==> src/rtl/histogram_loader_pkg.sv <==
// histogram_loader_pkg: SD/histogram constants shared by loader and saver,
// loader state encoding and byte-half select.
package histogram_loader_pkg;

  localparam int SD_SECTOR_BYTES = 512;
  localparam int HIST_SLOT_SHIFT = 11;
  localparam int HIST_WORDS      = 1024;

  localparam int HIST_AW = $clog2(HIST_WORDS);
  localparam int BCW     = $clog2(SD_SECTOR_BYTES) + 1;

  localparam logic [BCW-1:0] SECTOR_BYTES =
    BCW'(SD_SECTOR_BYTES);

  typedef enum logic [1:0] {
    IDLE      = 2'd0,
    ISSUE     = 2'd1,
    WAIT_BUSY = 2'd2,
    RECV      = 2'd3
  } ld_state_t;

  typedef enum logic {
    MS = 1'b0,
    LS = 1'b1
  } half_t;

endpackage

==> src/rtl/sd_byte_pairer.sv <==
// sd_byte_pairer: takes SD bytes on byte_available rising edges and
// packs them MS-first into 16-bit RAM words.
module sd_byte_pairer
  import histogram_loader_pkg::*;
(
  input  logic           clk,
  input  logic           reset,
  input  logic           enable,
  input  logic           clear,
  input  logic           sd_byte_available,
  input  logic [7:0]     sd_dout,
  output logic [BCW-1:0] byte_cnt_nxt,
  output logic           pair_take,
  output logic           we,
  output logic [15:0]    wdata
);

  logic           last_avail;
  logic           byte_ev;
  logic           take;
  half_t          half;
  logic [7:0]     ms_reg;
  logic [BCW-1:0] byte_cnt;

  assign byte_ev = sd_byte_available & ~last_avail;

  // bytes beyond a full sector are dropped
  assign take = enable & byte_ev &
                (byte_cnt != SECTOR_BYTES);

  assign pair_take    = take & (half == LS);
  assign byte_cnt_nxt = byte_cnt + BCW'(take);

  always_ff @(posedge clk) begin
    if (reset) begin
      last_avail <= 1'b0;
    end else begin
      last_avail <= sd_byte_available;
    end
  end

  always_ff @(posedge clk) begin
    if (reset) begin
      half     <= MS;
      byte_cnt <= '0;
      ms_reg   <= '0;
    end else if (clear) begin
      half     <= MS;
      byte_cnt <= '0;
    end else if (take) begin
      byte_cnt <= byte_cnt_nxt;
      if (half == MS) begin
        ms_reg <= sd_dout;
        half   <= LS;
      end else begin
        half   <= MS;
      end
    end
  end

  always_ff @(posedge clk) begin
    if (reset) begin
      we    <= 1'b0;
      wdata <= '0;
    end else begin
      we <= pair_take;
      if (pair_take) begin
        wdata <= {ms_reg, sd_dout};
      end
    end
  end

endmodule

==> src/rtl/histogram_loader.sv <==
// histogram_loader: restores one histogram slot from SD card into
// histogram RAM port B, sector by sector.
module histogram_loader
  import histogram_loader_pkg::*;
#(
  parameter int SECTORS    = 4,
  parameter int SLOT_SHIFT = HIST_SLOT_SHIFT,
  parameter int TIMEOUT    = 2**24 - 1
) (
  input  logic               clk,
  input  logic               reset,
  input  logic               start,
  input  logic [5:0]         slot,
  input  logic               sd_ready,
  input  logic [7:0]         sd_dout,
  input  logic               sd_byte_available,
  output logic               sd_rd,
  output logic [31:0]        sd_address,
  output logic [HIST_AW-1:0] waddr,
  output logic [15:0]        wdata,
  output logic               we,
  output logic               loading,
  output logic               done,
  output logic               error
);

  localparam int SW = (SECTORS > 1) ? $clog2(SECTORS) : 1;
  localparam int TW = $clog2(TIMEOUT + 1);

  localparam logic [SW-1:0] LAST_SEC = SW'(SECTORS - 1);
  localparam logic [TW-1:0] TMO_MAX  = TW'(TIMEOUT);

  ld_state_t      state;
  ld_state_t      state_nxt;
  logic [SW-1:0]  sector;
  logic [TW-1:0]  tmo;
  logic [BCW-1:0] byte_cnt_nxt;
  logic           pair_take;

  logic tmo_hit;
  logic acc_start;
  logic issue;
  logic busy_seen;
  logic tmo_fail;
  logic sec_end;
  logic sec_ok;
  logic fin;
  logic next_sec;
  logic short_fail;

  assign tmo_hit = (tmo == TMO_MAX);

  sd_byte_pairer u_pairer (
    .clk               (clk),
    .reset             (reset),
    .enable            (state == RECV),
    .clear             (issue),
    .sd_byte_available (sd_byte_available),
    .sd_dout           (sd_dout),
    .byte_cnt_nxt      (byte_cnt_nxt),
    .pair_take         (pair_take),
    .we                (we),
    .wdata             (wdata)
  );

  always_ff @(posedge clk) begin
    if (reset) begin
      state <= IDLE;
    end else begin
      state <= state_nxt;
    end
  end

  always_comb begin
    state_nxt = state;
    unique case (state)
      IDLE: begin
        if (start) state_nxt = ISSUE;
      end
      ISSUE: begin
        if (sd_ready)     state_nxt = WAIT_BUSY;
        else if (tmo_hit) state_nxt = IDLE;
      end
      WAIT_BUSY: begin
        if (!sd_ready)    state_nxt = RECV;
        else if (tmo_hit) state_nxt = IDLE;
      end
      RECV: begin
        if (sd_ready) begin
          state_nxt = next_sec ? ISSUE : IDLE;
        end
      end
      default: state_nxt = IDLE;
    endcase
  end

  // completion looks at the count including a byte taken this cycle
  always_comb begin
    acc_start  = 1'b0;
    issue      = 1'b0;
    busy_seen  = 1'b0;
    tmo_fail   = 1'b0;
    sec_end    = 1'b0;
    sec_ok     = 1'b0;
    fin        = 1'b0;
    next_sec   = 1'b0;
    short_fail = 1'b0;
    unique case (1'b1)
      (state == IDLE): begin
        acc_start = start;
      end
      (state == ISSUE): begin
        issue    = sd_ready;
        tmo_fail = ~sd_ready & tmo_hit;
      end
      (state == WAIT_BUSY): begin
        busy_seen = ~sd_ready;
        tmo_fail  = sd_ready & tmo_hit;
      end
      (state == RECV): begin
        sec_end    = sd_ready;
        sec_ok     = sec_end &
                     (byte_cnt_nxt == SECTOR_BYTES);
        fin        = sec_ok & (sector == LAST_SEC);
        next_sec   = sec_ok & (sector != LAST_SEC);
        short_fail = sec_end & ~sec_ok;
      end
      default: ;
    endcase
  end

  always_ff @(posedge clk) begin
    if (reset) begin
      sd_rd      <= 1'b0;
      sd_address <= '0;
      sector     <= '0;
      loading    <= 1'b0;
      done       <= 1'b0;
      error      <= 1'b0;
    end else begin
      done <= fin;
      if (acc_start) begin
        sd_address <= 32'(slot) << SLOT_SHIFT;
        sector     <= '0;
        error      <= 1'b0;
        loading    <= 1'b1;
      end
      if (issue) begin
        sd_rd <= 1'b1;
      end
      if (busy_seen | tmo_fail) begin
        sd_rd <= 1'b0;
      end
      if (tmo_fail | short_fail) begin
        error   <= 1'b1;
        loading <= 1'b0;
      end
      if (fin) begin
        loading <= 1'b0;
      end
      if (next_sec) begin
        sector     <= sector + 1'b1;
        sd_address <= sd_address +
                      32'(SD_SECTOR_BYTES);
      end
    end
  end

  always_ff @(posedge clk) begin
    if (reset) begin
      tmo <= '0;
    end else if (state_nxt != state) begin
      tmo <= '0;
    end else if (state == ISSUE ||
                 state == WAIT_BUSY) begin
      tmo <= tmo + 1'b1;
    end
  end

  // an in-flight final write steps waddr onto the next sector itself
  always_ff @(posedge clk) begin
    if (reset) begin
      waddr <= '0;
    end else if (acc_start) begin
      waddr <= '0;
    end else if (we) begin
      waddr <= waddr + 1'b1;
    end else if (next_sec && !pair_take) begin
      waddr <= HIST_AW'((int'(sector) + 1) << 8);
    end
  end

endmodule
==> config.mk <==
export PLATFORM = sky130hd
export DESIGN_NAME = histogram_loader
export DESIGN_NICKNAME = d
export VERILOG_FILES = /design/src/rtl/histogram_loader_pkg.sv /design/src/rtl/sd_byte_pairer.sv /design/src/rtl/histogram_loader.sv
export SDC_FILE = /design/constraint.sdc
export NUM_CORES = 1
export LEC_CHECK = 0
export CAP_MARGIN = 20
export CELL_PAD_IN_SITES_DETAIL_PLACEMENT = 1
export CELL_PAD_IN_SITES_GLOBAL_PLACEMENT = 1
export CORE_MARGIN = 2
export CORE_UTILIZATION = 44
export DETAILED_ROUTE_END_ITERATION = 8
export PLACE_DENSITY = 0.84
export SKIP_LAST_GASP = 1
export SLEW_MARGIN = 5
export SYNTH_ARGS = -nofsm -noshare
export SYNTH_HDL_FRONTEND = slang
export SYNTH_SLANG_ARGS = --single-unit
==> constraint.sdc <==
create_clock -name clk -period 6.7 [get_ports clk]
set_input_delay 1.34 -clock clk [delete_from_list [all_inputs] [get_ports clk]]
set_output_delay 1.34 -clock clk [all_outputs]
set_load 0.05 [all_outputs]
==> results of run 1 <==
==> worst paths after layout <==
path,start,cells past startpoint,slack (ns),end
setup reg to reg,state[0],12,2.41,sd_address[31]
hold reg to reg,u_pairer.wdata[0],2,0.46,u_pairer.wdata[0]
hold / removal,u_pairer.wdata[0],2,0.46,u_pairer.wdata[0]
setup / recovery,sd_byte_available,12,1.84,sd_address[31]
==> Yosys cell counts (all sizes together), types with 6 or more instances <==
cell    instances
ha             12
a31oi           6
nand4          16
buf            20
a21oi          44
inv            21
xnor2          12
dfxtp         102
xor2           23
nor4           13
clkbuf         16
or3             6
o21ai          27
nor3           37
a21o           12
mux2i          12
nand2          73
nand3          32
and3            7
and4            7
nor2           45
==> power by group through the flow <==
stage / sequential [mW] / clock [mW] / combinational [mW]
2_1_floorplan: 0.703 / 0 / 0.266
3_3_place_gp: 0.671 / 0 / 0.367
3_5_place_dp: 0.672 / 0 / 0.384
4_1_cts: 0.658 / 0.593 / 0.390
5_1_grt: 0.662 / 0.615 / 0.435
6_report: 0.658 / 0.584 / 0.403
==> per-layer routing <==
layer / share of wire, % / vias up / global-route usage (%) / wire [um]
met1: 44 / 2360 / 28.81 / 6484
li1: - / 2301 / - / -
met4: 1.6 / 0 / 7.236 / 229
met5: 0 / - / 0 / 0
met2: 52 / 44 / 41.28 / 7570
met3: 2.5 / 17 / 5.142 / 365
==> stage by stage <==
stage                     area [um^2]  utilization (%)  worst slack (ns)  power [mW]
after floorplan                  5233                -             2.436      0.9687
after global placement           5943            51.83             1.541       1.037
after detailed placement         5951            51.89             1.287       1.056
after CTS                        6281            54.77             1.643       1.641
after global routing             6296            54.90             1.455       1.713
final                            6296            54.90             1.836       1.645
==> critical path: stages <==
cell and delay [ns]:
clkdlybuf4s50_1 0.47, nand3b_1 0.20, a31oi_1 0.27, buf_4 0.23, ha_1 0.29, ha_1 0.30
nand3_2 0.14, nor3_1 0.42, o32a_1 0.39, nand4_2 0.50, or3_1 0.52, o21ai_1 0.08
==> final cells by class <==
class                           instances  area, um^2  area share, %
Multi-Input combinational cell        459        2893          45.95
Inverter                               21       78.83          1.252
Clock buffer                            9       225.2          3.577
Timing Repair Buffer                   78       773.2          12.28
Tap cell                              143       178.9          2.842
Clock inverter                          7       105.1          1.669
Sequential cell                       102        2042          32.43
==> kinds of logic after synthesis <==
group / count (synthesis) / share of synthesized area [%]
other: 1 / 0.07208
flip-flops: 102 / 39.25
AO/OA/AOI/OAI: 130 / 16.88
multiplexers: 12 / 2.309
AND/OR/NAND/NOR: 261 / 26.98
buffers and inverters: 57 / 5.724
XOR/XNOR: 35 / 5.892
adder cells (fa/ha/maj): 12 / 2.886
==> impl_metrics.env, run 1 <==
export IMPL_vias=4722
export IMPL_synth_area_leaders="dfxtp_1, nand2_1, a21oi_1"
export IMPL_insertion_delay_ns=0.36
export IMPL_die_h_um=112.7
export IMPL_synth_ff_type="dfxtp_1"
export IMPL_leakage_nw=2.213
export IMPL_reg_top3="tmo: 24 flops, sd_address: 23 flops, u_pairer.wdata: 16 flops"
export IMPL_startpoint_type="input port"
export IMPL_max_cap_viol_count=0
export IMPL_drive_above_1_share_pct=6.361
export IMPL_dp_hpwl_mm=10.63
export IMPL_cp_arrival_ns=5.16
export IMPL_fmax_mhz=205.6
export IMPL_grt_util_all_layers_pct=23.51
export IMPL_drt_total_wl_mm=14.65
export IMPL_num_rows=39
export IMPL_tightest_slew_ns=0.7337
export IMPL_ys_seq_area_share_pct=39.25
export IMPL_initial_utilization_pct=45.37
export IMPL_clock_sinks=102
export IMPL_path_class="in2reg"
export IMPL_holdWs_ns=0.4586
export IMPL_design_die_area_mm2=0.01271
export IMPL_core_area_mm2=0.01147
export IMPL_avgRoutedWirePerCell_um=17.89
export IMPL_grt_ovfl_total=0
export IMPL_seqPwrFrac_pct=40.0
export IMPL_p_clk_share_pct=35.5
export IMPL_cts_made_buffers=9
export IMPL_grt_pass1_wl_mm=24.29
export IMPL_final_cells=819
export IMPL_viasPerCell=5.766
export IMPL_avgSynthCellArea_um2=8.529
export IMPL_comb_power_share_pct=24.5
export IMPL_power_density_mw_per_mm2=261.2
export IMPL_fin_setup_tns_ns=0
export IMPL_grt_max_degree=45
export IMPL_synth_edf_count=0
export IMPL_worstPathRequired_ns=7.00
export IMPL_switching_share_pct=33.32
export IMPL_cts_hold_buf=0
export IMPL_syn_inst=610
export IMPL_mostFrequentLayoutCell="dfxtp_1"
export IMPL_most_common_layout_cells="dfxtp_1, nand2_1, clkdlybuf4s50_1"
export IMPL_first_pass_iters=4
export IMPL_p_sw_uw=548.0
export IMPL_p_int_mw=1.097
export IMPL_fin_nets=702
export IMPL_period_share_pct=72.60
export IMPL_cts_setup_buffers=0
export IMPL_grt_pass1_vias=4887
export IMPL_antenna_left=0
export IMPL_synth_top_area_share_pct=39.25
export IMPL_yosysWarnings=0
export IMPL_synth_top_cell_by_area="dfxtp_1"
export IMPL_h_tree_depth=3
export IMPL_peakVddDrop_mv=0.2260
export IMPL_antenna_found_initial=0
export IMPL_clock_path_buffers=2
export IMPL_end_kind="register"
export IMPL_cp_max_fo=22
export IMPL_period_minus_slack_ns=4.864
export IMPL_largest_reg_flops=24
export IMPL_n_antenna_cell=0
export IMPL_hp_class="reg2reg"
export IMPL_synth_distinct_cells=66
export IMPL_netlist_area_mm2=0.005202
export IMPL_largest_register="tmo"
export IMPL_rsz0062_at_grt="no"
export IMPL_fillers=1354
export IMPL_fin_skew_ns=0.009032
export IMPL_postSynth_asyncResetShare_pct=0
export IMPL_cts_tree="done"
export IMPL_portBuffers=72
export IMPL_place_gp_congestion=0.8638
export IMPL_final_setup_viol_count=0
export IMPL_die_w_um=112.7
export IMPL_route_detailed_drc=0
export IMPL_root_buffer="clkbuf_16"
export IMPL_clk_pin_slew_ns=0.07
export IMPL_dpl_cell_count=802
export IMPL_max_slew_margin_pct=50.86
export IMPL_num_io_pins=82
export IMPL_drv_slew=0
export IMPL_first_iter_violations=261
export IMPL_cts_resized=0
export IMPL_synth_seq_cells=102
export IMPL_hold_violations=0
export IMPL_status="completed"
export IMPL_area_delta_synth_final_pct=21.02
Power figures use the tool's default switching activity.
==> run 2: changes to the inputs <==
Settings changed: CORE_UTILIZATION 44 to 36, PLACE_DENSITY 0.84 to 0.73.
Clock period 6.7 ns to 4.3 ns, I/O delays scaled along.
==> run 2 against run 1 <==
Against the previous run: worst hold slack got worse by 0.0027 ns; first-iteration DRC count decreased by 11%; register-to-register slack got worse by 1.8 ns; total power increased by 50%; clock power up 41%; routed wire length about the same; largest power group unchanged.
==> impl_metrics.env, run 2 (synthesized netlist as in run 1, its figures left out) <==
export IMPL_max_cap_viol_count=0
export IMPL_comb_power_share_pct=24.7
export IMPL_multiInputGateArea_mm2=0.002893
export IMPL_period_share_pct=89.58
export IMPL_cts_resized=0
export IMPL_reg_top3="tmo: 24 flops, sd_address: 23 flops, u_pairer.wdata: 16 flops"
export IMPL_antenna_found_initial=0
export IMPL_finalPower_mw=2.460
export IMPL_tightest_slew_ns=0.7617
export IMPL_initial_utilization_pct=37.19
export IMPL_cts_tree="done"
export IMPL_grt_util_all_layers_pct=18.80
export IMPL_r2r_end="sd_address[22]"
export IMPL_end_kind="register"
export IMPL_cts_hold_buf=0
export IMPL_worstHoldStart="u_pairer.wdata[3]"
export IMPL_fmax_mhz=259.6
export IMPL_hold_violations=0
export IMPL_avgRoutedWirePerCell_um=17.02
export IMPL_grt_ovfl_total=0
export IMPL_h_tree_depth=3
export IMPL_cp_max_fo=20
export IMPL_design_die_area_mm2=0.01543
export IMPL_power_density_mw_per_mm2=387.4
export IMPL_first_pass_iters=6
export IMPL_fin_nets=708
export IMPL_fin_skew_ns=0.006379
export IMPL_seqPwrFrac_pct=41.7
export IMPL_insertion_delay_ns=0.35
export IMPL_viasPerCell=5.468
export IMPL_p_int_mw=1.663
export IMPL_post_route_util_pct=45.39
export IMPL_grt_pass1_vias=4813
export IMPL_drv_slew=0
export IMPL_clk_pin_slew_ns=0.07
export IMPL_grt_use_met1_pct=22.31
export IMPL_n_antenna_cell=0
export IMPL_root_buffer="clkbuf_16"
export IMPL_die_h_um=124.2
export IMPL_cts_setup_buffers=0
export IMPL_fillers=1655
export IMPL_worstPathRequired_ns=4.57
export IMPL_seq_area_mm2=0.002042
export IMPL_most_common_layout_cells="dfxtp_1, nand2_1, clkdlybuf4s50_1"
export IMPL_reg2reg_from="state[0]"
export IMPL_grt_max_degree=44
export IMPL_max_slew_margin_pct=48.98
export IMPL_mostFrequentLayoutCell="dfxtp_1"
export IMPL_worstHoldEndpoint="u_pairer.wdata[3]"
export IMPL_portBuffers=72
export IMPL_switching_share_pct=32.40
export IMPL_num_rows=43
export IMPL_vias=4708
export IMPL_antenna_left=0
export IMPL_p_clk_share_pct=33.6
export IMPL_num_io_pins=82
export IMPL_route_detailed_drc=0
export IMPL_drive_above_1_share_pct=6.902
export IMPL_place_gp_congestion=0.7988
export IMPL_met3_usage_pct=4.131
export IMPL_min_path_cells=2
export IMPL_cts_made_buffers=9
export IMPL_dp_hpwl_mm=10.76
export IMPL_worstRegToRegCells=11
export IMPL_startpoint_type="input port"
export IMPL_cp_arrival_ns=4.12
export IMPL_fin_setup_tns_ns=0
export IMPL_drt_total_wl_mm=14.66
export IMPL_rsz0062_at_grt="no"
export IMPL_peakVddDrop_mv=0.2466
export IMPL_status="completed"
export IMPL_hp_class="reg2reg"
export IMPL_first_iter_violations=231
export IMPL_period_minus_slack_ns=3.852
export IMPL_leakage_nw=2.228
export IMPL_r2r_setup_slack_ns=0.59
export IMPL_top_usage_layer="met2"
export IMPL_clock_path_buffers=2
export IMPL_area_delta_synth_final_pct=22.05
export IMPL_die_w_um=124.2
export IMPL_final_setup_viol_count=0
export IMPL_grt_pass1_wl_mm=24.10
export IMPL_path_class="in2reg"
export IMPL_clock_sinks=102
export IMPL_use_met2_pct=33.85
export IMPL_core_area_mm2=0.01399
export IMPL_largest_register="tmo"
export IMPL_p_sw_uw=797.0
export IMPL_largest_reg_flops=24
==> run 2: changes by cell type in the layout (fill, tap and decap cells not counted), sizes merged <==
cell      previous run  this run
inv                 24        21
clkinvlp             1         0
clkbuf               9        12
bufinv               2         1
clkinv               1         2
buf                  6        12
==> run 2: layout make-up <==
class	instances	area share, %
inverter	21	1.241
tap	180	3.547
clock buffer	12	4.039
multi-input combinational	459	45.56
sequential	102	32.16
timing repair buffer	84	12.77
clock inverter	3	0.6897
==> run 2: how the worst max path moves through the flow <==
stage | to | cells past startpoint | slack (ns) | start
finish | sd_address[22] | 11 | 0.45 | sd_byte_available
global placement | sd_address[17] | 11 | 0.25 | sd_byte_available
detailed placement | sd_address[22] | 11 | 0.09 | sd_byte_available
global route | sd_address[25] | 12 | 0.17 | sd_byte_available
CTS | sd_address[22] | 11 | 0.46 | sd_byte_available
floorplan | tmo[18] | 12 | 0.52 | sd_byte_available
==> run 2: power groups by stage <==
| stage | Sequential [mW] | Clock (mW) | Combinational (mW) |
|---|---|---|---|
| floorplan | 1.10 | 0 | 0.414 |
| global placement | 1.05 | 0 | 0.590 |
| detailed placement | 1.05 | 0 | 0.610 |
| CTS | 1.02 | 0.858 | 0.614 |
| global route | 1.03 | 0.898 | 0.669 |
| finish | 1.03 | 0.826 | 0.607 |
==> run 2: metal layers <==
| layer | part of all wire (%) | wire length (um) |
|---|---|---|
| met4 | 1.7 | 248 |
| met3 | 2.6 | 384 |
| met1 | 44 | 6480 |
| met5 | 0 | 0 |
| met2 | 51 | 7544 |
==> run 2: per-stage QoR <==
| stage | setup WS, ns | hold slack (ns) | cells | area, um^2 |
|---|---|---|---|---|
| floorplan | 0.5159 | 0.4316 | 618 | 5233 |
| global placement | 0.2481 | 0.4357 | 846 | 6050 |
| detailed placement | 0.09373 | 0.4488 | 846 | 6050 |
| CTS | 0.4562 | 0.4581 | 861 | 6350 |
| global route | 0.1676 | 0.4845 | 861 | 6350 |
| finish | 0.4480 | 0.4559 | 861 | 6350 |
==> run 2: worst max-delay path, cell delays in order <==
cell and delay (ns):
clkdlybuf4s50_1 0.48, nand3b_1 0.10, a31oi_1 0.22, ha_1 0.21, ha_1 0.24, nand3_2 0.13, nor3_1 0.43, o32a_1 0.41
nand4_2 0.46, or3_1 0.50, o21ai_0 0.08
==> run 3: changes to the inputs <==
Settings changed: CTS_CLUSTER_SIZE set to 14.
==> results of run 3 <==
Same layout as run 2: the final DEF is identical, and so are final timing and power.
